File: src/rtl/dmem_arbiter.sv
// Two-port arbiter and three-stage access sequencer for a single-port data memory.
// Port 0 (core) has priority. Port 1 (DMA/loader) is forced through after STARVE_LIMIT lost cycles.
module dmem_arbiter #(
    parameter int DEPTH        = 1024,
    parameter int STARVE_LIMIT = 4
) (
    input  logic        clk,
    input  logic        rst,
    input  logic        req0,
    input  logic        req1,
    input  logic        we0,
    input  logic        we1,
    input  logic [31:0] addr0,
    input  logic [31:0] addr1,
    input  logic [31:0] wdata0,
    input  logic [31:0] wdata1,
    input  logic [2:0]  funct3_0,
    input  logic [2:0]  funct3_1,
    output logic        gnt0,
    output logic        gnt1,
    output logic        done0,
    output logic        done1,
    output logic        err0,
    output logic        err1,
    output logic [31:0] rdata,
    output logic        mem_WE,
    output logic        mem_RE,
    output logic [31:0] mem_A,
    output logic [31:0] mem_WD,
    output logic [2:0]  mem_funct3,
    input  logic [31:0] mem_RD
);

    localparam int CW = $clog2(STARVE_LIMIT + 1);

    logic [1:0]       we_v;
    logic [1:0][31:0] addr_v;
    logic [1:0][31:0] wdata_v;
    logic [1:0][2:0]  funct3_v;
    logic [1:0]       legal_v;

    assign we_v     = {we1, we0};
    assign addr_v   = {addr1, addr0};
    assign wdata_v  = {wdata1, wdata0};
    assign funct3_v = {funct3_1, funct3_0};

    genvar gi;
    generate
        for (gi = 0; gi < 2; gi++) begin : g_legal
            logic f3_ok;
            always_comb begin
                f3_ok = 1'b0;
                if (we_v[gi]) begin
                    f3_ok = (funct3_v[gi] == 3'b000) || (funct3_v[gi] == 3'b001) ||
                            (funct3_v[gi] == 3'b010);
                end else begin
                    f3_ok = (funct3_v[gi] == 3'b000) || (funct3_v[gi] == 3'b001) ||
                            (funct3_v[gi] == 3'b010) || (funct3_v[gi] == 3'b100) ||
                            (funct3_v[gi] == 3'b101);
                end
            end
            assign legal_v[gi] = f3_ok && (addr_v[gi] < 32'(DEPTH));
        end
    endgenerate

    // ---------------- A0: arbitration ----------------
    logic [CW-1:0] starve_cnt_reg, starve_cnt_next;
    logic          force1;

    always_comb begin
        force1 = req1 && (starve_cnt_reg == CW'(STARVE_LIMIT));
        gnt1   = rst && req1 && (!req0 || force1);
        gnt0   = rst && req0 && !gnt1;

        starve_cnt_next = starve_cnt_reg;
        if (!req1 || gnt1) begin
            starve_cnt_next = '0;
        end else if (starve_cnt_reg != CW'(STARVE_LIMIT)) begin
            starve_cnt_next = starve_cnt_reg + 1'b1;
        end
    end

    // ---------------- A1: command register ----------------
    logic        a1_valid_reg, a1_port_reg, a1_we_reg, a1_err_reg;
    logic [31:0] a1_addr_reg, a1_wdata_reg;
    logic [2:0]  a1_funct3_reg;
    logic        sel;

    assign sel = gnt1;

    always_ff @(posedge clk) begin
        if (!rst) begin
            starve_cnt_reg <= '0;
            a1_valid_reg   <= 1'b0;
            a1_port_reg    <= 1'b0;
            a1_we_reg      <= 1'b0;
            a1_err_reg     <= 1'b0;
            a1_addr_reg    <= '0;
            a1_wdata_reg   <= '0;
            a1_funct3_reg  <= 3'b010;
        end else begin
            starve_cnt_reg <= starve_cnt_next;
            a1_valid_reg   <= gnt0 || gnt1;
            a1_port_reg    <= sel;
            a1_we_reg      <= we_v[sel];
            a1_err_reg     <= !legal_v[sel];
            a1_addr_reg    <= addr_v[sel];
            a1_wdata_reg   <= wdata_v[sel];
            a1_funct3_reg  <= funct3_v[sel];
        end
    end

    // Gating with rst keeps a store sitting in A1 during a reset cycle off the memory.
    logic cmd_live;
    assign cmd_live = rst && a1_valid_reg && !a1_err_reg;

    always_comb begin
        mem_WE     = 1'b0;
        mem_RE     = 1'b0;
        mem_A      = '0;
        mem_WD     = '0;
        mem_funct3 = 3'b010;
        if (cmd_live) begin
            mem_A      = a1_addr_reg;
            mem_funct3 = a1_funct3_reg;
            if (a1_we_reg) begin
                mem_WE = 1'b1;
                mem_WD = a1_wdata_reg;
            end else begin
                mem_RE = 1'b1;
            end
        end
    end

    // ---------------- A2: response register ----------------
    logic        a2_valid_reg, a2_port_reg, a2_err_reg;
    logic [31:0] rdata_reg;

    always_ff @(posedge clk) begin
        if (!rst) begin
            a2_valid_reg <= 1'b0;
            a2_port_reg  <= 1'b0;
            a2_err_reg   <= 1'b0;
            rdata_reg    <= '0;
        end else begin
            a2_valid_reg <= a1_valid_reg;
            if (a1_valid_reg) begin
                a2_port_reg <= a1_port_reg;
                a2_err_reg  <= a1_err_reg;
                rdata_reg   <= (cmd_live && !a1_we_reg) ? mem_RD : 32'h0;
            end
        end
    end

    assign done0 = a2_valid_reg && !a2_port_reg;
    assign done1 = a2_valid_reg && a2_port_reg;
    assign err0  = done0 && a2_err_reg;
    assign err1  = done1 && a2_err_reg;
    assign rdata = rdata_reg;

endmodule

File: config.mk
export PLATFORM = sky130hd
export DESIGN_NAME = dmem_arbiter
export DESIGN_NICKNAME = d
export VERILOG_FILES = /design/src/rtl/dmem_arbiter.sv
export SDC_FILE = /design/constraint.sdc
export NUM_CORES = 1
export LEC_CHECK = 0
export BUFFER_PORTS_ARGS = -buffer_cell sky130_fd_sc_hd__buf_4
export CAP_MARGIN = 10
export CORE_MARGIN = 10
export CORE_UTILIZATION = 39
export CTS_CLUSTER_DIAMETER = 80
export DETAILED_ROUTE_END_ITERATION = 16
export GPL_ROUTABILITY_DRIVEN = 0
export PLACE_DENSITY = 0.75
export SLEW_MARGIN = 10
export SYNTH_ARGS = -nofsm -noshare
export SYNTH_HDL_FRONTEND = slang
export SYNTH_SLANG_ARGS = --single-unit
File: constraint.sdc
create_clock -name clk -period 1.5 [get_ports clk]
set_clock_uncertainty 0.2 [all_clocks]
set_input_delay 0.225 -clock clk [delete_from_list [all_inputs] [get_ports clk]]
set_output_delay 0.225 -clock clk [all_outputs]
set_load 0.02 [all_outputs]
==> key figures, run 1 <==
Status
  – Violated checks: negative setup slack
  – Status: complete, but fails checks

Placement
  – Total placed cells including tap cells: 1,003
  – DP HPWL: 13,600 um
  – Port bufs: 278
  – Placed cell area: 7270 sq um

STA
  – Final Setup Violations: 173
  – Fin worst setup slack: -0.536 ns
  – Slew Viols, Final: 0
  – Worst-margin pin slew: 0.587 ns
  – WHS: 0.0481 ns
  – Max Clk Rate: 0.491 GHz
  – Final Hold Fails: 0
  – Final Critical Period: 2.04 ns
  – RSZ-0062 raised after global routing: yes
  – Slew headroom: 60.9%
  – Fin crit share: 136%
  – Setup tns final: -53.05 ns

Cells and area
  – Final Cell Area: 10,900 sq um
  – Commonest non-fill, non-tap cell in the layout: buf_4
  – Multi-input logic area: 3190 sq um
  – Post-route insts no fill: 1,227
  – Area Growth Syn to Fin: 127%
  – Most frequent cells in the layout: buf_4, dlygate4sd3_1, dfxtp_1
  – FILL cells: 466
  – Layout Nets: 1,228
  – Seq. cell area: 2190 sq um
  – Share of cells above drive strength 1: 58.3%

Route
  – Initial DRC count: 529
  – Detail Route Antenna Nets: 0
  – DRT Pass-1 Iters: 5
  – Avg WL per Cell: 23.5 um
  – Drt drc: 0
  – Final wirelength: 28,800 um
  – Vias post-DR: 6,538
  – Vias per cell: 5.33

CTS
  – Clock latency at the later pin of the worst-skew pair: 0.35 ns
  – Clk slew on worst S/H paths: 0.08 ns
  – TritonCTS Sinks: 109
  – CTS tree: built
  – Clock buffer depth: 2
  – Clock buffer count from CTS: 9
  – Clock root cell: clkbuf_16
  – H-tree levels: 3

Yosys
  – Post-synthesis simple-gate area fraction: 33.5%
  – Seq/Total Area, Yosys: 45.4%
  – Post-synthesis cell type count: 29
  – Syn nets: 746
  – Mux share of post-synthesis cell area: 0.834%
  – Syn_area_per_cell: 8.40 sq um
  – Area share of xor/xnor cells in the synthesized design: 0%
  – Largest family of logic cells by synthesized area: simple AND/OR/NAND/NOR gates
  – Number of synthesized register bits: 109
  – Mapped Area: 4800 sq um
  – Synth Area in Adders: 0.521%
  – Cells after Synth: 572
  – Synth Area in Compound Gates: 13.9%
  – Ys Warns: 0

GRT
  – Vias in the first global route: 7,092
  – Total track usage: 29.0%
  – First-pass GRT wire length: 38,500 um
  – Largest net degree at the start of global routing: 61
  – Gr ovfl total: 0
  – Initial antenna violation count: 0

Setup path
  – Worst Path Required: 1.07 ns
  – R2R depth: 9
  – Setup crit end kind: primary output
  – Worst Path Max Fanout: 34
  – Worst reg2reg startpoint: starve_cnt_reg[0]
  – CP Launch Point: a1_err_reg
  – CP arrival: 1.61 ns
  – R2r setup slk: -0.36 ns
  – Worst reg2reg endpoint: a1_funct3_reg[1]
  – Worst setup SP type: register
  – Crit Path Category: register to primary output

Die
  – DIE HEIGHT: 131 um
  – Die area: 17,200 sq um
  – Die W: 131 um
  – Site row count: 40
  – Core area: 12,100 sq um
  – IO Pins: 279
  – Initial Utilization: 39.8%

Hold path
  – Hold Path Class: input pin to register
  – Hold Startpoint: req0
  – Hold Path Stages: 3
  – Hold endpoint: a1_valid_reg

Power and ir drop
  – Power Total: 7.49 mW
  – Pwr Density: 688 nW/um^2
  – Pleak: 5.17 nW
  – VDD IR max: 0.519 mV

Flow run
  – Max-cap violation count: 0
## worst max-delay path by stage
stage	endpoint	slack (ns)	depth (start not counted)
finish	mem_WD[25]	-0.54	4
detailed placement	mem_WD[15]	-0.09	4
global route	mem_WD[25]	-0.59	4
floorplan	mem_WD[10]	-0.02	4
CTS	mem_WD[15]	-0.46	4
global placement	a1_err_reg	-0.06	5
## what timing repair did
item | in CTS | in global routing
hold endpoints to repair | 103 | 0
gates cloned | 15 | 0
resized for setup | 224 | 155
endpoints found under the setup margin | 165 | 174
setup buffers | 20 | 14
pin swaps | 71 | 50
hold buffers | 170 | 0
## routing by layer
layer | global-route usage [%] | vias to the layer above | wire, um
li1 | - | 2836 | -
met1 | 28.9 | 3115 | 9860
met2 | 52.8 | 452 | 15000
met3 | 8.22 | 135 | 2300
met4 | 16.4 | 0 | 1730
met5 | 0 | - | 0
## kinds of logic (layout without fill, tap and decap cells)
group                    after synthesis  in the layout
AND/OR/NAND/NOR                      301            301
AO/OA/AOI/OAI                        109            109
flip-flops                           109            109
buffers and inverters                 47            533
multiplexers                           4              4
adder cells (fa/ha/maj)                2              2
other                                  0              1
## Yosys cell counts
master / n / area, sq um
nand2_1: 138 / 518
dfxtp_1: 109 / 2180
o21ai_0: 70 / 350
and2_1: 40 / 250
nor2b_1: 38 / 238
and3_1: 33 / 206
a21oi_2: 30 / 263
nor2b_2: 29 / 254
clkbuf_1: 23 / 86.3
nor4_1: 10 / 62.6
buf_2: 8 / 40.0
a21oi_1: 5 / 25.0
buf_6: 4 / 45.0
mux2i_1: 4 / 40.0
nor2_1: 4 / 15.0
buf_12: 3 / 60.1
buf_4: 3 / 22.5
clkbuf_2: 3 / 15.0
nand3_1: 3 / 15.0
a211oi_1: 2 / 15.0
ha_1: 2 / 25.0
inv_1: 2 / 7.51
nand2b_1: 2 / 12.5
nand4_1: 2 / 12.5
and3b_4: 1 / 12.5
buf_1: 1 / 3.75
nor2b_4: 1 / 13.8
o21a_1: 1 / 7.51
o21ai_1: 1 / 5.00
## worst max-delay path, stage by stage, from the launching register on
cell and delay [ns]:
dfxtp_2 0.32, and3b_4 0.34, buf_12 0.19, and3_2 0.25, buf_6 0.14
## power by group
| group | internal [mW] | leakage (nW) | total, mW | switching (mW) |
|---|---|---|---|---|
| logic | 1.05 | 4.13 | 1.88 | 0.825 |
| registers | 3.06 | 0.903 | 3.13 | 0.0760 |
| clock network | 1.34 | 0.139 | 2.48 | 1.14 |
| total | 5.45 | 5.17 | 7.49 | 2.04 |
## stage by stage
step	utilization, %	setup WS, ns
2_1_floorplan	-	-0.0224
3_3_place_gp	60.2	-0.0631
3_5_place_dp	60.2	-0.0907
4_1_cts	86.1	-0.463
5_1_grt	90.2	-0.589
6_report	90.2	-0.536
## layout make-up
class / count / share of cell area, %
multi-input cells: 416 / 29.4
flip-flops and latches: 109 / 20.1
well taps: 168 / 1.93
inverters: 2 / 0.0690
repair buffers: 516 / 45.8
clock buffers: 12 / 2.27
clock inverters: 3 / 0.425
diodes: 1 / 0.0230
(Power assumes the default switching activity.)
==> run 2, diff against run 1 <==
--- a/config.mk
+++ b/config.mk
@@ -8,3 +8,3 @@
 export BUFFER_PORTS_ARGS = -buffer_cell sky130_fd_sc_hd__buf_4
-export CAP_MARGIN = 10
+export CAP_MARGIN = 20
 export CORE_MARGIN = 10
==> constraint.sdc (replaced) <==
create_clock -name clk -period 1.5 [get_ports clk]
set_clock_uncertainty 0.2 [all_clocks]
set_input_delay 0.075 -clock clk [delete_from_list [all_inputs] [get_ports clk]]
set_output_delay 0.075 -clock clk [all_outputs]
set_load 0.02 [all_outputs]
==> run 2 against run 1 <==
The run ends with negative hold slack, negative setup slack left. Final cell count is 0.33% higher. Setup slack improved by 0.14 ns. Clock power down 8.5%. Cell area increased by 1.6%. Register-to-register slack gained 0.09 ns. Largest cell class unchanged.
==> key figures, run 2 (same netlist as run 1, synthesis figures left out) <==
Status
  – Status: complete, but fails checks (unchanged)
  – Violated checks: negative hold slack, negative setup slack (was negative setup slack)

Setup path
  – CP arrival: 1.62 ns (was 1.61 ns)
  – Crit Path Category: register to primary output (unchanged)
  – Worst Path Max Fanout: 8 (was 34)
  – Worst setup SP type: register (unchanged)
  – Worst Path Required: 1.22 ns (was 1.07 ns)
  – Setup crit end kind: primary output (unchanged)

Power and ir drop
  – Pleak: 5.13 nW (was 5.17 nW)
  – Internal: 5.34 mW (was 5.45 mW)
  – Net switching fraction of the power: 27.1% (was 27.3%)
  – Combinational group share of total power: 26.3% (was 25.1%)
  – Clk pwr share: 31.0% (was 33.1%)
  – Reg power frac: 42.7% (was 41.8%)
  – Pwr Density: 663 nW/um^2 (was 688 nW/um^2)
  – Net Switching: 1.99 mW (was 2.04 mW)
  – VDD IR max: 0.592 mV (was 0.519 mV)

Die
  – Core area: 12,100 sq um (unchanged)
  – Initial Utilization: 39.8% (unchanged)
  – Site row count: 40 (unchanged)
  – IO Pins: 279 (unchanged)
  – Die W: 131 um (unchanged)
  – Die area: 17,200 sq um (unchanged)
  – DIE HEIGHT: 131 um (unchanged)

STA
  – Fin worst setup slack: -0.399 ns (was -0.536 ns)
  – Worst-margin pin slew: 0.678 ns (was 0.587 ns)
  – Slew headroom: 54.8% (was 60.9%)
  – Final Critical Period: 1.90 ns (was 2.04 ns)
  – Max Clk Rate: 0.527 GHz (was 0.491 GHz)
  – Final Setup Violations: 176 (was 173)
  – Fin crit share: 127% (was 136%)
  – WHS: -0.0726 ns (was 0.0481 ns)
  – Setup tns final: -42.68 ns (was -53.05 ns)
  – RSZ-0062 raised after global routing: yes (unchanged)
  – Final Hold Fails: 1 (was 0)
  – Slew Viols, Final: 0 (unchanged)

CTS
  – Clock latency at the later pin of the worst-skew pair: 0.34 ns (was 0.35 ns)
  – CTS tree: built (unchanged)
  – TritonCTS Sinks: 109 (unchanged)
  – Clk slew on worst S/H paths: 0.07 ns (was 0.08 ns)
  – Hold-fix buffers at CTS: 171 (was 170)
  – Clock buffer count from CTS: 9 (unchanged)
  – Clock root cell: clkbuf_16 (unchanged)
  – H-tree levels: 3 (unchanged)
  – Clock buffer depth: 2 (unchanged)

GRT
  – Gr ovfl total: 0 (unchanged)
  – Total track usage: 27.0% (was 29.0%)
  – Largest net degree at the start of global routing: 71 (was 61)
  – First-pass GRT wire length: 36,100 um (was 38,500 um)
  – Initial antenna violation count: 3 (was 0)
  – Vias in the first global route: 6,774 (was 7,092)

Route
  – M1 WL: 9830 um (was 9860 um)
  – Initial DRC count: 601 (was 529)
  – Final wirelength: 30,100 um (was 28,800 um)
  – Top layer used by detailed routing: met4 (unchanged)
  – Vias per cell: 5.43 (was 5.33)
  – Met3 Routed Length: 3110 um (was 2300 um)
  – Metal2 WL: 15,200 um (was 15,000 um)
  – Avg WL per Cell: 24.5 um (was 23.5 um)
  – Detail Route Antenna Nets: 0 (unchanged)
  – DRT Pass-1 Iters: 6 (was 5)
  – Drt drc: 0 (unchanged)
  – Vias post-DR: 6,681 (was 6,538)

Placement
  – Total placed cells including tap cells: 995 (was 1,003)
  – DP HPWL: 13,300 um (was 13,600 um)
  – Port bufs: 278 (unchanged)

Cells and area
  – Area Growth Syn to Fin: 130% (was 127%)
  – FILL cells: 401 (was 466)
  – Layout Nets: 1,231 (was 1,228)
  – Share of cells above drive strength 1: 57.1% (was 58.3%)
  – Most frequent cells in the layout: buf_4, dlygate4sd3_1, dfxtp_1 (unchanged)
  – Commonest non-fill, non-tap cell in the layout: buf_4 (unchanged)
  – Post-route insts no fill: 1,231 (was 1,227)

Flow run
  – Max-cap violation count: 0 (unchanged)

Hold path
  – Hold Path Class: input pin to register (unchanged)
[run 2: path summary, 6_finish.rpt]
kind / startpoint / end / slack (ns) / cells after the start
worst max-delay path: a1_err_reg / mem_WD[15] / -0.40 / 5
worst min-delay path: rst / a1_port_reg / -0.07 / 3
worst max register to register: starve_cnt_reg[0] / a1_wdata_reg[21] / -0.27 / 10
worst min register to register: a1_port_reg / a2_port_reg / 0.31 / 2
[run 2: power groups by stage]
stage          logic (mW)  registers, mW  clock network [mW]
6_report             1.93           3.13                2.27
5_1_grt              1.99           3.14                2.38
3_5_place_dp        0.973           3.17                   0
4_1_cts              1.58           3.10                2.24
3_3_place_gp        0.948           3.16                   0
2_1_floorplan       0.391           3.17                   0
[run 2: what timing repair did]
action                                  CTS  global route
endpoints found under the setup margin  113           173
resized for setup                       212           198
cloned                                   12             8
setup buffers                            23            18
pin swaps                                61            61
hold endpoints to repair                106             1
[run 2: layout make-up]
| class | count | area, sq um | share of cell area [%] |
|---|---|---|---|
| diodes | 3 | 7.51 | 0.0679 |
| clock buffers | 13 | 260 | 2.36 |
| clock inverters | 1 | 7.51 | 0.0679 |
| inverters | 2 | 7.51 | 0.0679 |
| multi-input cells | 416 | 3190 | 28.9 |
| flip-flops and latches | 109 | 2190 | 19.8 |
| well taps | 168 | 210 | 1.90 |
| repair buffers | 519 | 5180 | 46.9 |
[run 2: layer usage]
layer  vias to the layer above  GRT usage (%)
li1                       2849              -
met1                      3136           27.2
met2                       532           48.2
met3                       164           8.42
met4                         0           16.0
met5                         -              0
[run 2: worst max-delay path, cell delays in order, from the launching register on]
cell and delay (ns):
dfxtp_2 0.32, and3b_4 0.31, buf_12 0.15, buf_16 0.14, and3_1 0.23, buf_6 0.14
[run 2: per-stage QoR]
step / hold slack, ns / utilization [%] / total power, mW / cell area [sq um] / setup slack [ns]
after floorplan: -0.0343 / - / 3.56 / 4850 / -0.0377
after global placement: 0.0667 / 59.2 / 4.11 / 7150 / -0.0411
after detailed placement: 0.0750 / 59.2 / 4.14 / 7150 / -0.0504
after CTS: -0.0960 / 84.1 / 6.92 / 10100 / -0.351
after global routing: -0.0705 / 91.6 / 7.51 / 11100 / -0.412
final: -0.0726 / 91.6 / 7.33 / 11100 / -0.399
==> run 3, diff against run 2 <==
- ABC_AREA: unset -> 1
- PLACE_DENSITY: 0.75 -> 0.77
==> run 3 against run 2 <==
The run now fails in global routing. Area after synthesis shrank 4.9%. Synthesized cell count grew 18%.
==> key figures, run 3 <==
CTS
  – H-tree levels: 3 (unchanged)
  – Clock buffer depth: 2 (unchanged)
  – Clock buffer count from CTS: 9 (unchanged)
  – Clock root cell: clkbuf_16 (unchanged)
  – TritonCTS Sinks: 109 (unchanged)

Yosys
  – Prevailing post-synth register cell: dfxtp_1 (unchanged)
  – Post-synthesis simple-gate area fraction: 35.9% (was 33.5%)
  – Syn_area_per_cell: 6.77 sq um (was 8.40 sq um)
  – Most common cell in the netlist: nand2_1 (unchanged)
  – Syn nets: 849 (was 746)
  – Cells after Synth: 675 (was 572)
  – Post-synth EDFFs: 0 (unchanged)
  – Largest cells by area after synthesis: dfxtp_1, nand2_1, nand3_1 (was dfxtp_1, nand2_1, o21ai_0)
  – Synth Area in Adders: 0.548% (was 0.521%)
  – Area leader, netlist: dfxtp_1 (unchanged)
  – Seq/Total Area, Yosys: 47.8% (was 45.4%)
  – Mapped Area: 4570 sq um (was 4800 sq um)
  – Fraction of registers with async set or reset after synthesis: 0% (unchanged)
  – Commonest cells post-synth: nand2_1, dfxtp_1, nor2_1, nand3_1, inv_1 (was nand2_1, dfxtp_1, o21ai_0, and2_1, nor2b_1)
  – Synth top area share: 47.8% (was 45.4%)
  – Ys Warns: 0 (unchanged)
  – Synth Area in Compound Gates: 6.08% (was 13.9%)
  – Number of synthesized register bits: 109 (unchanged)
  – Area share of xor/xnor cells in the synthesized design: 0.192% (was 0%)
  – Largest family of logic cells by synthesized area: simple AND/OR/NAND/NOR gates (unchanged)
  – Mux share of post-synthesis cell area: 0% (was 0.834%)
  – Post-synthesis cell type count: 22 (was 29)

Die
  – Site row count: 39 (was 40)
  – IO Pins: 279 (unchanged)
  – Initial Utilization: 39.8% (about the same)
  – DIE HEIGHT: 128 um (was 131 um)
  – Die W: 128 um (was 131 um)

GRT
  – Largest net degree at the start of global routing: 35
  – Gr ovfl total: 370
  – Total track usage: 77.0%
  – Initial antenna violation count: 11

Status
  – Tool error: [ERROR GRT-0232] Routing congestion too high. Check the congestion heatmap in the GUI.
  – Status: did not finish (was complete, but fails checks)
  – Halt Stage: global routing

Placement
  – DP HPWL: 13,100 um (was 13,300 um)
  – Port bufs: 278 (unchanged)

STA
  – Last worst endpoint in the global-route repair_timing: gnt1
  – Worst endpoint type: primary output
run 3: changes by cell type after synthesis, sizes merged, moves of 4 or more:
| cell | before | now |
|---|---|---|
| nor2 | 4 | 98 |
| nand2 | 138 | 227 |
| nand3 | 3 | 75 |
| nor2b | 68 | 0 |
| inv | 2 | 61 |
| o21ai | 71 | 21 |
| and2 | 40 | 0 |
| and3 | 33 | 0 |
| nor4 | 10 | 0 |
| clkbuf | 26 | 22 |
| mux2i | 4 | 0 |
run 3: metal layers:
metal  overflow  GRT usage, %
met1          0          70.7
met2        255          95.2
met3          2          64.5
met4        113          86.2
met5          0          18.6
run 3: through the flow:
step | hold WS (ns) | area, sq um | instances | setup slack, ns | setup TNS, ns
2_1_floorplan | -0.0146 | 4610 | 675 | -0.0227 | -0.201
3_3_place_gp | 0.0685 | 6940 | 1079 | -0.0429 | -0.128
3_5_place_dp | 0.0714 | 6940 | 1079 | -0.0746 | -2.40
4_1_cts | -0.146 | 10800 | 1305 | -0.334 | -28.80
run 3: logic make-up after synthesis:
logic type | Yosys count
XOR/XNOR | 1
adder cells (fa/ha/maj) | 2
AO/OA/AOI/OAI | 55
buffers and inverters | 105
AND/OR/NAND/NOR | 403
flip-flops | 109
run 3: repair_timing:
item | 4_1_cts
gates resized for setup | 307
hold buffers | 172
setup buffers | 21
gates cloned | 17
pin swaps | 13
setup endpoints to repair | 135
hold endpoints to repair | 107
==> run 4, diff against run 3 <==
- CORE_UTILIZATION: 39 -> 24
- CTS_CLUSTER_DIAMETER: 80 -> unset
- PLACE_DENSITY: 0.77 -> unset
- PLACE_DENSITY_LB_ADDON: unset -> 0.15
- clock period: 1.5 -> 1.95 ns (I/O delays scaled with it)
==> run 4 against run 3 <==
The run now ends clean. Area after synthesis unchanged. Synthesized cell count is the same.
==> key figures, run 4 <==
Power and ir drop
  – Internal: 4.00 mW
  – Pwr Density: 590 nW/um^2
  – Reg power frac: 44.8%
  – Clk pwr share: 35.3%
  – Net Switching: 1.34 mW
  – Net switching fraction of the power: 25.1%
  – VDD IR max: 0.360 mV
  – Pleak: 4.32 nW
  – Combinational group share of total power: 19.9%

Placement
  – Port bufs: 278 (unchanged)
  – DP HPWL: 13,900 um (was 13,100 um)
  – Placed cell area: 6910 sq um (was 6940 sq um)

Setup path
  – WP buf/inv: 3
  – Slowest cell on the critical path: dfxtp_2
  – Worst setup SP type: register
  – Top delay family on crit path: simple AND/OR/NAND/NOR gates
  – Worst Path Max Fanout: 12
  – Worst Path Required: 1.65 ns
  – CP arrival: 1.55 ns
  – Setup crit end kind: primary output
  – Crit Path Category: register to primary output
  – CP most frequent cell: nand2_2
  – CP Cell Sequence: inv_1 > ha_1 > nand2_2 > nand2_2 > nand3_4 > inv_8 > nor3_2 > buf_4
  – CP peak stage delay: 0.34 ns

GRT
  – Initial antenna violation count: 3
  – Largest net degree at the start of global routing: 56
  – First-pass GRT wire length: 31,000 um
  – Gr ovfl total: 0
  – Vias in the first global route: 5,999
  – Total track usage: 15.7%

Yosys
  – Prevailing post-synth register cell: dfxtp_1 (unchanged)
  – Cells after Synth: 675 (unchanged)
  – Syn_area_per_cell: 6.77 sq um (unchanged)
  – Most common cell in the netlist: nand2_1 (unchanged)
  – Commonest cells post-synth: nand2_1, dfxtp_1, nor2_1, nand3_1, inv_1 (unchanged)
  – Post-synth EDFFs: 0 (unchanged)
  – Largest family of logic cells by synthesized area: simple AND/OR/NAND/NOR gates (unchanged)
  – Area leader, netlist: dfxtp_1 (unchanged)
  – Number of synthesized register bits: 109 (unchanged)
  – Post-synthesis simple-gate area fraction: 35.9% (unchanged)
  – Ys Warns: 0 (unchanged)
  – Largest cells by area after synthesis: dfxtp_1, nand2_1, nand3_1 (unchanged)
  – Mux share of post-synthesis cell area: 0% (unchanged)
  – Fraction of registers with async set or reset after synthesis: 0% (unchanged)
  – Mapped Area: 4570 sq um (unchanged)
  – Syn nets: 849 (unchanged)
  – Synth top area share: 47.8% (unchanged)
  – Seq/Total Area, Yosys: 47.8% (unchanged)
  – Synth Area in Compound Gates: 6.08% (unchanged)
  – Synth Area in Adders: 0.548% (unchanged)
  – Area share of xor/xnor cells in the synthesized design: 0.192% (unchanged)
  – Post-synthesis cell type count: 22 (unchanged)

STA
  – Max Clk Rate: 0.540 GHz
  – Final Critical Period: 1.85 ns
  – Final Setup Violations: 0
  – Slew headroom: 57.4%
  – Worst-margin pin slew: 0.639 ns
  – Slew Viols, Final: 0
  – Fin crit share: 94.9%
  – Final Hold Fails: 0
  – Setup tns final: 0 ns

Die
  – Initial Utilization: 24.4% (was 39.8%)
  – Core area: 18,700 sq um
  – Site row count: 50 (was 39)
  – IO Pins: 279 (unchanged)
  – DIE HEIGHT: 158 um (was 128 um)
  – Die area: 25,000 sq um
  – Die W: 158 um (was 128 um)

Route
  – DRT Pass-1 Iters: 4
  – Initial DRC count: 227
  – Vias per cell: 4.22
  – Drt drc: 0
  – Detail Route Antenna Nets: 0
  – Final wirelength: 20,300 um
  – Avg WL per Cell: 15.0 um
  – Vias post-DR: 5,718

Hold path
  – Hold Path Class: input pin to register

CTS
  – Clock latency at the later pin of the worst-skew pair: 0.34 ns
  – CTS tree: built
  – Clock buffer depth: 2 (unchanged)
  – Clock buffer count from CTS: 9 (unchanged)
  – TritonCTS Sinks: 109 (unchanged)
  – Clock root cell: clkbuf_16 (unchanged)
  – H-tree levels: 3 (unchanged)
  – Clk slew on worst S/H paths: 0.07 ns

Cells and area
  – Share of cells above drive strength 1: 28.9%
  – Area Growth Syn to Fin: 98.1%
  – Layout Nets: 1,288
  – Final Cell Area: 9050 sq um
  – Commonest non-fill, non-tap cell in the layout: buf_4
  – Most frequent cells in the layout: buf_4, nand2_1, dlygate4sd3_1

Flow run
  – Max-cap violation count: 0

Status
  – Status: finished, final reports clean (was did not finish)
run 4: cell counts after synthesis:
Identical to the previous run, type by type.
run 4: cells by family after synthesis:
| group | after synthesis |
|---|---|
| adder cells (fa/ha/maj) | 2 |
| buffers and inverters | 105 |
| AND/OR/NAND/NOR | 403 |
| AO/OA/AOI/OAI | 55 |
| XOR/XNOR | 1 |
| flip-flops | 109 |
run 4: final timing paths:
check	start	to	slack, ns	depth (start not counted)
worst max-delay path	starve_cnt_reg[0]	gnt0	0.1	8
worst min-delay path	rst	a2_port_reg	0.06	4
worst max register to register	a1_valid_reg	rdata[30]	0.20	7
worst min register to register	starve_cnt_reg[0]	starve_cnt_reg[0]	0.21	1
run 4: area by class of cell:
class | instances | area (sq um)
fillers | 1812 | 9660
clock inverters | 5 | 60.1
flip-flops and latches | 109 | 2180
diodes | 3 | 7.51
repair buffers | 469 | 4030
inverters | 63 | 244
multi-input cells | 462 | 1990
clock buffers | 10 | 239
well taps | 234 | 293
run 4: timing repair:
| item | in CTS | in global routing |
|---|---|---|
| hold buffers | 174 | 0 |
| buffers inserted | 0 | 3 |
| gates cloned | 0 | 1 |
| resized for setup | 5 | 11 |
| pin swaps | 0 | 2 |
| endpoints found under the setup margin | 33 | 57 |
| hold endpoints to repair | 107 | 0 |
run 4: layer usage:
| layer | global-route usage (%) | vias to the layer above | wire length (um) |
|---|---|---|---|
| li1 | - | 2950 | - |
| met1 | 17.2 | 2533 | 8100 |
| met2 | 26.7 | 204 | 9920 |
| met3 | 6.35 | 31 | 1830 |
| met4 | 5.96 | 0 | 482 |
| met5 | 0 | - | 0 |
run 4: through the flow:
stage,util [%],worst slack [ns],hold WS [ns],power (mW),cells
after floorplan,-,0.0859,0.00795,2.76,675
after global placement,37.0,0.288,0.0920,3.19,1159
after detailed placement,37.0,0.250,0.0938,3.20,1159
after CTS,48.0,-0.0440,0.0490,5.40,1348
after global routing,48.4,-0.00406,0.0828,5.62,1355
final,48.4,0.0998,0.0641,5.34,1355
run 4: worst reg2reg max path: cells and delay by family (launching register included):
family          cells  cell delay, ns
simple gates        4            0.67
flops               1            0.37
buf+inv             2            0.31
compound gates      1            0.13
run 4: power groups by stage:
stage	Clock (mW)	Sequential, mW	Combinational, mW
CTS	1.96	2.39	1.05
global route	2.05	2.40	1.17
finish	1.88	2.39	1.06
global placement	0	2.44	0.752
floorplan	0	2.45	0.311
detailed placement	0	2.44	0.753
